`config.mk`:
```
export PLATFORM = sky130hd
export DESIGN_NAME = shift_seq_ctrl
export DESIGN_NICKNAME = d
export VERILOG_FILES = /design/src/rtl/shift_seq_ctrl.sv
export SDC_FILE = /design/constraint.sdc
export NUM_CORES = 1
export LEC_CHECK = 0
export BUFFER_PORTS_ARGS = -buffer_cell sky130_fd_sc_hd__buf_2
export CAP_MARGIN = 20
export CELL_PAD_IN_SITES_DETAIL_PLACEMENT = 0
export CELL_PAD_IN_SITES_GLOBAL_PLACEMENT = 1
export CORE_ASPECT_RATIO = 1.1
export CORE_MARGIN = 2
export CORE_UTILIZATION = 29
export DETAILED_ROUTE_END_ITERATION = 6
export GPL_TIMING_DRIVEN = 0
export PLACE_DENSITY = 0.77
export REMOVE_ABC_BUFFERS = 1
export SLEW_MARGIN = 20
export SYNTH_ARGS = -nofsm -noshare
export SYNTH_HDL_FRONTEND = slang
export SYNTH_SLANG_ARGS = --single-unit
```
`constraint.sdc`:
```
create_clock -name clk -period 1.6 [get_ports clk]
set_clock_uncertainty 0.1 [all_clocks]
set_input_delay 0.08 -clock clk [delete_from_list [all_inputs] [get_ports clk]]
set_output_delay 0.08 -clock clk [all_outputs]
set_load 0.01 [all_outputs]
```
`src/rtl/shift_seq_ctrl.sv`:
```
// shift_seq_ctrl: loads an operand into a registered shifter, issues N shift codes, then captures result and carry.
module shift_seq_ctrl #(
   parameter int         WIDTH     = 16,
   parameter int         CNT_W     = 5,
   parameter logic [2:0] HOLD_CODE = 3'd7
) (
   input  logic             clk,
   input  logic             rst,
   input  logic             start,
   input  logic [1:0]       op,
   input  logic [CNT_W-1:0] amount,
   input  logic             fill,
   input  logic [WIDTH-1:0] load_data,
   output logic             busy,
   output logic             done,
   output logic [WIDTH-1:0] result,
   output logic             carry,
   output logic [2:0]       sh_shift,
   output logic             sh_cin,
   output logic [WIDTH-1:0] sh_indata,
   input  logic [WIDTH-1:0] sh_outdata,
   input  logic             sh_cout
);
   typedef enum logic [2:0] {IDLE, LOAD, SHIFT, CAPT, DONE} state_t;
   state_t           state_q, state_d;
   logic [1:0]       op_q, op_d;
   logic             fill_q, fill_d;
   logic [WIDTH-1:0] data_q, data_d;
   logic [WIDTH-1:0] result_q, result_d;
   logic             carry_q, carry_d;
   logic [CNT_W-1:0] cnt_q, cnt_d;
   logic             accept;
   always_comb begin
      state_d  = state_q;
      op_d     = op_q;
      fill_d   = fill_q;
      data_d   = data_q;
      result_d = result_q;
      carry_d  = carry_q;
      cnt_d    = cnt_q;
      accept   = start && (state_q == IDLE || state_q == DONE);
      if (accept) begin
         op_d    = op;
         fill_d  = fill;
         data_d  = load_data;
         cnt_d   = (amount > CNT_W'(WIDTH)) ? CNT_W'(WIDTH) : amount;
         state_d = LOAD;
      end else begin
         case (state_q)
            LOAD:  state_d = (cnt_q != '0) ? SHIFT : CAPT;
            SHIFT: begin
               cnt_d   = cnt_q - CNT_W'(1);
               state_d = (cnt_q == CNT_W'(1)) ? CAPT : SHIFT;
            end
            CAPT: begin
               result_d = sh_outdata;
               carry_d  = sh_cout;
               state_d  = DONE;
            end
            DONE:    state_d = IDLE;
            default: state_d = IDLE;
         endcase
      end
   end
   always_ff @(posedge clk) begin
      if (rst) begin
         state_q  <= IDLE;
         op_q     <= '0;
         fill_q   <= 1'b0;
         data_q   <= '0;
         result_q <= '0;
         carry_q  <= 1'b0;
         cnt_q    <= '0;
      end else begin
         state_q  <= state_d;
         op_q     <= op_d;
         fill_q   <= fill_d;
         data_q   <= data_d;
         result_q <= result_d;
         carry_q  <= carry_d;
         cnt_q    <= cnt_d;
      end
   end
   // The shifter is only ever told to change in LOAD and SHIFT; everywhere else it holds.
   assign sh_shift  = (state_q == LOAD) ? 3'd4 : (state_q == SHIFT) ? {1'b0, op_q} : HOLD_CODE;
   assign sh_cin    = fill_q;
   assign sh_indata = data_q;
   assign busy      = (state_q == LOAD) || (state_q == SHIFT) || (state_q == CAPT);
   assign done      = (state_q == DONE);
   assign result    = result_q;
   assign carry     = carry_q;
endmodule

```
==> summary.md <==
| Metric | Value |
|---|---|
| Post-synth cell types | `34` |
| Total grt overflow | `0` |
| Post-Synthesis Cells | `219` |
| CP Capture Type | `flop` |
| Top delay family on crit path | `simple AND/OR/NAND/NOR gates` |
| CP required | `approximately 1700 ps` |
| WL met1 | `2080 µm` |
| Root buffer cell | `clkbuf_8` |
| FF/Latch Area | `just under 900 µm²` |
| Vias in the first global route | `roughly 1800` |
| Die Ht | `around 86 µm` |
| Clock Power Share | `0.294` |
| Post-synth EDFFs | `0` |
| Share of layout cells above drive strength 1 | `0.314` |
| Worst slew margin | `0.439` |
| Setup Viol. Count Final | `0` |
| Slowest cell on crit path | `or4_1` |
| Seq cells post-synth | `44` |
| Pre-CTS setup slack | `-383 ps` |
| Top-area cell type share of the netlist area | `0.494` |
| Seq pwr share | `0.491` |
| Initial antenna violation count | `0` |
| Pwr/cell area | `just over 900 nW/µm²` |
| Worst-margin pin slew | `about 840 ps` |
| Int Power | `around 0.0018 W` |
| CP max FO | `3` |
| CTS Buf Count | `5` |
| Area grow syn2layout | `53.5%` |
| Period minus WS final | `1590 ps` |
| Top sig layer | `met4` |
| Final period util | `0.991` |
| Critical-path cell list | `or4_1 > or3_1 > a311oi_1` |
| Longest Clk Path Bufs | `2` |
| Starting Density | `0.305` |
| Kind of critical path | `reg -> reg` |
| Post-detailed-route wirelength per cell | `between 10 and 15 µm` |
| Max stage delay on crit path | `between 500 and 600 ps` |
| Synth top area cells | `dfxtp_1 49%, nand2_1 15%, a21oi_1 12%` |
| R2R depth | `3` |
| Synth warnings | `0` |
| Die ar. | `just under 7000 µm²` |
| RSZ-0062 raised after global routing | `yes` |
| CP Depth | `3` |
| Wire length on met2 | `2460 µm` |
| Average size of a mapped cell | `slightly above 8 µm²` |
| Antenna fix cells | `0` |
| Row count | `29` |
| CP startpoint kind | `flop` |
| CTS tree | `done` |
| Area of the multi-input gates | `around 780 µm²` |
| Largest net degree at the start of global routing | `between 40 and 50` |
| Status | `completed` |
| Fin nets | `383` |
| Area leader, netlist | `dfxtp_1` |
| Die width | `approximately 79 µm` |
| Setup WS post-layout | `around 14 ps` |
| Fin Hold WS | `13.2 ps` |
| Sw Ratio | `0.283` |
| PortBufs | `82` |
| Fmax | `~630 MHz` |
| Routed wl met3 | `between 200 and 250 µm` |
| HP Class | `in -> reg` |
| CP arrival | `about 1700 ps` |
| Core box area | `between 5000 and 6000 µm²` |
| Drt pass-1 iters | `4` |
| Primary FF master, synth | `dfxtp_1` |
| DRC | `0` |
| Max Cap Violations | `0` |
| CTS Sinks | `44` |
| Design Area, Final | `~2700 µm²` |
| Static Leak | `~1.2 nW` |
| Clk_lat worst skew | `~300 ps` |
| Htree depth | `2` |
| Worst-path clk slew | `90 ps` |
| Ports | `83` |
| Final slew viol count | `0` |
| Vias per cell | `approximately 4.4` |
| Combinational power share | `0.215` |
| Hpwl dp | `approximately 3000 µm` |
| Routed via count | `around 1800` |
| Antenna-violating nets left | `0` |
| Gp weighted congestion | `between 0.6 and 0.7` |
| Wirelength, routed | `4830 µm` |
| Register area share after synthesis | `0.494` |
| Post-Place Cell Area | `about 2200 µm²` |
| Sw Pwr | `around 0.00071 W` |
| All-Layer GR Usage | `0.148` |
| Fill cells | `about 580` |
| Synth top cells by count | `73 x nand2_1, 44 x dfxtp_1, 41 x a21oi_1, 9 x clkbuf_1` |
| Cell area after synthesis | `1780 µm²` |
| Buf+Inv Stages, Crit Path | `0` |
| Ys async rst share | `0` |
| Iteration-0 DRC Markers | `between 60 and 70` |
| Max VDD drop | `0.000566 V` |
| Most common cell in the netlist | `nand2_1` |
| Hold Path Depth | `3` |
| First-pass GRT wire length | `8020 µm` |
| Final hold viol count | `0` |
==> flip-flops by register name, summed over array words and instances (netlist names) <==
register and count:
result 16, sh_indata 16, cnt_q 5, state_q 3
op_q 2, carry 1, sh_cin 1
==> worst paths after layout <==
kind | from | end | slack (ps)
worst max-delay path | cnt_q[1] | cnt_q[3] | 10
worst min-delay path | amount[3] | cnt_q[3] | 10
worst max register to register | cnt_q[1] | cnt_q[3] | 10
worst min register to register | result[3] | result[3] | 350
==> cell usage in the layout, fill, tap and decap left out, types with 2 or more instances in the layout <==
| cell type | synthesis | final |
|---|---|---|
| buf_2 | 1 | 82 |
| nand2_1 | 73 | 73 |
| a21oi_1 | 41 | 41 |
| dfxtp_1 | 44 | 40 |
| dlygate4sd3_1 | 0 | 39 |
| inv_1 | 6 | 6 |
| nor2_1 | 6 | 6 |
| clkbuf_8 | 2 | 6 |
| buf_4 | 1 | 5 |
| nor3_1 | 4 | 4 |
| dfxtp_2 | 0 | 3 |
| nor2b_1 | 2 | 2 |
| o21bai_1 | 2 | 2 |
| nor3b_4 | 1 | 2 |
| o21ai_0 | 2 | 2 |
| and3b_1 | 3 | 2 |
| ha_1 | 2 | 2 |
| clkinvlp_4 | 0 | 2 |
==> layout make-up <==
cell class                 instances  area share
inverter                           6     0.00823
clock buffer                       6      0.0302
sequential                        44       0.325
tap                               77      0.0352
multi-input combinational        153       0.285
timing repair buffer             127       0.311
clock inverter                     2     0.00549
==> logic make-up (layout without fill, tap and decap cells) <==
group                    Yosys count  count (layout)  share of synthesized area
flip-flops                        44              44                      0.494
AO/OA/AOI/OAI                     51              51                      0.162
multiplexers                       1               1                    0.00562
adder cells (fa/ha/maj)            2               2                     0.0140
buffers and inverters             22             141                     0.0730
AND/OR/NAND/NOR                   99              99                      0.251
==> metrics by stage <==
step / setup TNS [ps] / total power (W) / utilization / instances
after floorplan: -529 / 0.00149 / - / 203
after global placement: -15000 / 0.00168 / 0.373 / 362
after detailed placement: -6230 / 0.00169 / 0.376 / 363
after CTS: 0 / 0.00254 / 0.468 / 415
after global routing: -25.9 / 0.00266 / 0.468 / 415
final: 0 / 0.00250 / 0.468 / 415
==> timing repair <==
action / in CTS / in global routing
setup endpoints to repair: 45 / 2
hold buffers: 39 / 0
pin swaps: 3 / 1
resized for setup: 7 / 1
setup buffers: 5 / 0
endpoints found under the hold margin: 39 / 0
==> power groups by stage <==
stage	logic [W]	registers, W	clock network [W]
4_1_cts	0.000543	0.00123	0.000769
3_3_place_gp	0.000426	0.00125	0
3_5_place_dp	0.000442	0.00125	0
2_1_floorplan	0.000225	0.00126	0
6_report	0.000539	0.00123	0.000736
5_1_grt	0.000601	0.00124	0.000817
==> routing by layer <==
metal,track usage,vias to the layer above
met5,0,-
met2,0.265,36
met4,0.0526,0
li1,-,956
met1,0.173,811
met3,0.0313,6
==> tightest hold or removal path: stages <==
cell	delay, ps
buf_2	100
a21oi_1	130
a311oi_1	50
No activity file was read; power rests on OpenSTA's default activity.
